### config.mk
export PLATFORM = sky130hd
export DESIGN_NAME = div_unit_iter
export DESIGN_NICKNAME = d
export VERILOG_FILES = /design/src/rtl/div_unit_iter.sv
export SDC_FILE = /design/constraint.sdc
export NUM_CORES = 1
export LEC_CHECK = 0
export BUFFER_PORTS_ARGS = -buffer_cell sky130_fd_sc_hd__buf_2
export CORE_MARGIN = 2
export CORE_UTILIZATION = 40
export DETAILED_ROUTE_END_ITERATION = 16
export GPL_TIMING_DRIVEN = 0
export RECOVER_POWER = 50
export SLEW_MARGIN = 20
export SYNTH_ARGS = -nofsm -noshare
export SYNTH_HDL_FRONTEND = slang
export SYNTH_SLANG_ARGS = --single-unit
### constraint.sdc
create_clock -name clk -period 9.6 [get_ports clk]
set_clock_uncertainty 0.1 [all_clocks]
set_input_delay 0 -clock clk [delete_from_list [all_inputs] [get_ports clk]]
set_output_delay 0 -clock clk [all_outputs]
set_load 0.01 [all_outputs]
### src/rtl/div_unit_iter.sv
// Multi-cycle radix-2 restoring integer divider with valid/ready on both sides.
// Handles signed/unsigned ops, divide-by-zero, flush, and output backpressure; carries an opaque tag.
module div_unit_iter #(
  parameter int unsigned WIDTH = 32,
  parameter int unsigned CNT_W = 6,
  parameter int unsigned TAG_W = 5
) (
  input  logic             clk,
  input  logic             resetn,
  input  logic             flush,
  input  logic             in_valid,
  output logic             in_ready,
  input  logic             in_signed,
  input  logic [WIDTH-1:0] in_x,
  input  logic [WIDTH-1:0] in_y,
  input  logic [TAG_W-1:0] in_tag,
  output logic             out_valid,
  input  logic             out_ready,
  output logic [WIDTH-1:0] out_q,
  output logic [WIDTH-1:0] out_r,
  output logic [TAG_W-1:0] out_tag,
  output logic             out_dbz
);

  localparam logic [1:0] StIdle = 2'd0;
  localparam logic [1:0] StCalc = 2'd1;
  localparam logic [1:0] StDone = 2'd2;

  logic [1:0]       state_q, state_d;
  logic [CNT_W-1:0] cnt_q, cnt_d;
  logic [WIDTH-1:0] rem_q, rem_d;
  logic [WIDTH-1:0] dvd_q, dvd_d;
  logic [WIDTH-1:0] div_q, div_d;
  logic             quo_neg_q, quo_neg_d;
  logic             rem_neg_q, rem_neg_d;
  logic [WIDTH-1:0] q_res_q, q_res_d;
  logic [WIDTH-1:0] r_res_q, r_res_d;
  logic [TAG_W-1:0] tag_q, tag_d;
  logic             dbz_q, dbz_d;

  logic             accept;
  logic             ge;
  logic             last;
  logic [WIDTH:0]   rem_sh;
  logic [WIDTH:0]   diff;
  logic [WIDTH-1:0] rem_nxt;
  logic [WIDTH-1:0] quo_nxt;
  logic [WIDTH-1:0] abs_x;
  logic [WIDTH-1:0] abs_y;

  assign in_ready  = ~flush & ((state_q == StIdle) | ((state_q == StDone) & out_ready));
  assign accept    = in_valid & in_ready;
  assign out_valid = (state_q == StDone);
  assign out_q     = q_res_q;
  assign out_r     = r_res_q;
  assign out_tag   = tag_q;
  assign out_dbz   = dbz_q;

  assign abs_x = (in_signed & in_x[WIDTH-1]) ? -in_x : in_x;
  assign abs_y = (in_signed & in_y[WIDTH-1]) ? -in_y : in_y;

  // Dividend register shifts out its MSB each step and shifts the quotient bit in at the LSB.
  assign rem_sh  = {rem_q, dvd_q[WIDTH-1]};
  assign diff    = rem_sh - {1'b0, div_q};
  assign ge      = ~diff[WIDTH];
  assign rem_nxt = ge ? diff[WIDTH-1:0] : rem_sh[WIDTH-1:0];
  assign quo_nxt = {dvd_q[WIDTH-2:0], ge};
  assign last    = (cnt_q == CNT_W'(WIDTH - 1));

  always_comb begin
    state_d   = state_q;
    cnt_d     = cnt_q;
    rem_d     = rem_q;
    dvd_d     = dvd_q;
    div_d     = div_q;
    quo_neg_d = quo_neg_q;
    rem_neg_d = rem_neg_q;
    q_res_d   = q_res_q;
    r_res_d   = r_res_q;
    tag_d     = tag_q;
    dbz_d     = dbz_q;

    if (flush) begin
      state_d = StIdle;
    end else begin
      case (state_q)
        StCalc: begin
          rem_d = rem_nxt;
          dvd_d = quo_nxt;
          cnt_d = cnt_q + CNT_W'(1);
          if (last) begin
            state_d = StDone;
            q_res_d = quo_neg_q ? -quo_nxt : quo_nxt;
            r_res_d = rem_neg_q ? -rem_nxt : rem_nxt;
            dbz_d   = 1'b0;
          end
        end
        StDone: begin
          if (out_ready) state_d = StIdle;
        end
        StIdle: ;
        default: state_d = StIdle;
      endcase

      // An accept in DONE overrides the return to IDLE, so back-to-back ops have no bubble.
      if (accept) begin
        dvd_d     = abs_x;
        div_d     = abs_y;
        rem_d     = '0;
        cnt_d     = '0;
        quo_neg_d = in_signed & (in_x[WIDTH-1] ^ in_y[WIDTH-1]);
        rem_neg_d = in_signed & in_x[WIDTH-1];
        tag_d     = in_tag;
        if (in_y == '0) begin
          state_d = StDone;
          q_res_d = '1;
          r_res_d = in_x;
          dbz_d   = 1'b1;
        end else begin
          state_d = StCalc;
        end
      end
    end
  end

  always_ff @(posedge clk or negedge resetn) begin
    if (!resetn) begin
      state_q   <= StIdle;
      cnt_q     <= '0;
      rem_q     <= '0;
      dvd_q     <= '0;
      div_q     <= '0;
      quo_neg_q <= 1'b0;
      rem_neg_q <= 1'b0;
      q_res_q   <= '0;
      r_res_q   <= '0;
      tag_q     <= '0;
      dbz_q     <= 1'b0;
    end else begin
      state_q   <= state_d;
      cnt_q     <= cnt_d;
      rem_q     <= rem_d;
      dvd_q     <= dvd_d;
      div_q     <= div_d;
      quo_neg_q <= quo_neg_d;
      rem_neg_q <= rem_neg_d;
      q_res_q   <= q_res_d;
      r_res_q   <= r_res_d;
      tag_q     <= tag_d;
      dbz_q     <= dbz_d;
    end
  end

endmodule

==> summary.md <==
| Metric | Value |
|---|---|
| Worst setup margin | `2.393 ns` |
| Antenna Cells | `0` |
| Post-cts sizing count | `0` |
| DR pass1 iterations | `7` |
| Status | `finished, violations left` |
| Commonest non-fill, non-tap cells in the layout | `nand2_1 (209), dfrtp_1 (176), nor2_1 (146)` |
| DRC | `0` |
| Crit path time final | `7.207 ns` |
| Most common cell after layout, fill and taps aside | `nand2_1` |
| Distinct cells, synth | `between 80 and 90` |
| Seq/Total Area, Yosys | `0.3497` |
| Cells on worst reg2reg path | `22` |
| Worst-Skew Late Latency | `0.44 ns` |
| Gp weighted congestion | `0.9323` |
| PwrDens | `175.8 nW/um2` |
| CTS Buf Count | `17` |
| Max Fclk | `138.8 MHz` |
| WHS Path Cells | `4` |
| Post-synth EDFFs | `0` |
| Row count | `64` |
| Syn avg cell area | `8.073 um2` |
| Crit. End Element | `flip-flop` |
| Max rail drop VDD | `0.1321 mV` |
| RSZ-0062 raised after global routing | `no` |
| Ys async rst share | `1.000` |
| Data arrival, critical path | `7.41 ns` |
| Die Area | `32920 um2` |
| First-pass GRT wire length | `approximately 70000 um` |
| Final setup viols | `0` |
| GR Overflow Total | `0` |
| Worst Setup Start Kind | `flip-flop` |
| Fin. Hold Viols | `0` |
| Clock Tree Root | `clkbuf_16` |
| Violated checks | `capacitance limit, slew limit` |
| #FFs+latches synth | `176` |
| Vias in the first global route | `12.47k` |
| Worst R2R Start | `div_q[0]` |
| HP Class | `primary input to flip-flop` |
| DR vias/cell | `5.829` |
| Critical path fanouts, max | `10` |
| Via count | `12.93k` |
| Clock buffer depth | `2` |
| Setup Total Neg Slack | `0 ns` |
| Slew @ Worst Pin | `3.549 ns` |
| Setup CP Type | `flip-flop to flip-flop` |
| Initial Util | `0.4085` |
| Pins Over Slew Limit | `100` |
| Final clock period utilization by the worst path | `0.7507` |
| Synth Instances | `1560` |
| Share of post-route cells with drive strength above 1 | `0.09221` |
| TritonCTS clock tree | `done` |
| Req. time, crit path | `9.81 ns` |
| Hold wc startpoint | `in_tag[4]` |
| Io pins | `roughly 150` |
| Post-Place Setup Slack | `about 2.7 ns` |
| Nets | `1923` |
| Critical R2R Capture | `out_r[26]` |
| Max Cap Viol | `2` |
| H-tree Lvls | `4` |
| Area growth, synth to finish | `20.65%` |
| Hpwl dp | `between 30000 and 40000 um` |
| Synth Flop Type | `dfrtp_1` |
| Core Area | `30830 um2` |
| Initial antenna violation count | `0` |
| Yosys warns | `0` |
| Die Ht | `181.4 um` |
| Hold_ws | `0.1792 ns` |
| Iter 0 DRT Violations | `1139` |
| Relative slew slack | `-1.366` |
| Hold path endpoint | `out_tag[4]` |
| Mapped Area | `12590 um2` |
| P_leak | `6.388 nW` |
| Routed len/inst | `about 21 um` |
| Pin count of the biggest net entering global routing | `62` |
| TritonCTS sink count | `176` |
| Routed WL | `46500 um` |
| Syn nets | `1673` |
| Detail Route Antenna Nets | `0` |
| Clock-pin slew on the worst setup and hold paths | `0.07 ns` |
| Port Buf Inserts | `approximately 150` |
| Tot GR Track Use | `0.2817` |
| Total power | `2.671 mW` |
| Horiz. Die Dim | `181.4 um` |
| R2R setup slack | `2.39 ns` |
flip-flops by register name, summed over array words and instances (netlist names), 2 cells and up:
| register | count |
|---|---|
| cnt_q | 6 |
| div_q | 32 |
| dvd_q | 32 |
| out_q | 32 |
| out_r | 32 |
| out_tag | 5 |
| rem_q | 32 |
| state_q | 2 |
cells in the mapped netlist, drive strengths merged (19+ instances only):
master	instances	area (um2)
a21oi	121	620.6
a22oi	19	142.6
a31oi	41	262.8
buf	31	166.4
clkbuf	58	217.7
dfrtp	176	4404
ha	37	462.9
inv	50	187.7
mux2i	22	232.7
nand2	209	784.5
nand3	53	265.3
nor2	146	548.0
nor3	39	215.2
o21ai	156	788.3
o31ai	23	172.7
or3	19	128.9
xnor2	61	534.3
xor2	76	665.6
repair_timing:
| action | 4_1_cts | 5_1_grt |
|---|---|---|
| setup endpoints to repair | 0 | 0 |
| setup buffers | 0 | 0 |
| endpoints found under the hold margin | 219 | 0 |
| hold buffers | 83 | 0 |
routing by layer:
metal  GRT usage  up-vias  wire length [um]
met2      0.4694      524             21380
met5           0        -                 0
li1            -     6104                 -
met3     0.04412       85              3120
met1      0.3707     6216             20210
met4      0.1028        0              1785
power by group:
group	internal, mW	leakage [nW]	switching [mW]	total [mW]
Combinational	0.361	3.92	0.612	0.973
Sequential	0.844	2.17	0.112	0.956
Clock	0.425	0.292	0.317	0.742
Total	1.63	6.39	1.04	2.67
through the flow:
step	utilization	instance area, um2	std cells
floorplan	-	12590	1560
global placement	0.4483	13820	2102
detailed placement	0.4504	13890	2104
CTS	0.4972	15330	2218
global route	0.4929	15200	2218
finish	0.4929	15200	2218
area by class of cell:
cell class / instances / area, um2
clock buffers: 20 / 456.7
well taps: 396 / 495.5
fillers: 3053 / 15630
multi-input cells: 1244 / 7615
plain buffers: 89 / 384.1
clock inverters: 11 / 153.9
repair buffers: 231 / 1495
flip-flops and latches: 176 / 4404
inverters: 51 / 191.4
logic make-up after synthesis:
kind of cell             share of synthesized area
multiplexers                               0.02295
adder cells (fa/ha/maj)                    0.03835
AND/OR/NAND/NOR                             0.2120
buffers and inverters                      0.04570
AO/OA/AOI/OAI                               0.2360
XOR/XNOR                                   0.09527
flip-flops                                  0.3497
critical path: stages (launching register included):
cell	delay, ns
dfrtp_1	0.51
ha_1	0.26
inv_1	0.06
fa_1	0.49
a211oi_4	0.31
o211ai_2	0.17
and4b_4	0.27
o21a_1	0.17
o211a_1	0.33
inv_2	0.29
buf_1	0.64
clkbuf_1	0.76
nor2_1	0.08
a21oi_1	0.25
ha_1	0.26
inv_1	0.08
nor4_1	0.56
and4_1	0.30
o2111ai_1	0.28
nor3_2	0.29
a21oi_1	0.12
xor2_1	0.35
a21oi_1	0.12
worst max-delay path by stage:
| stage | start | slack, ns | endpoint | cells past startpoint |
|---|---|---|---|---|
| 6_report | div_q[0] | 2.39 | out_r[26] | 22 |
| 5_1_grt | div_q[0] | 2.13 | out_r[26] | 22 |
| 4_1_cts | div_q[0] | 2.62 | out_r[26] | 22 |
| 3_5_place_dp | div_q[0] | 2.66 | out_r[26] | 22 |
| 3_3_place_gp | div_q[0] | 2.62 | out_r[26] | 22 |
| 2_1_floorplan | dvd_q[31] | 4.71 | out_r[26] | 23 |
Power figures use the tool's default switching activity.
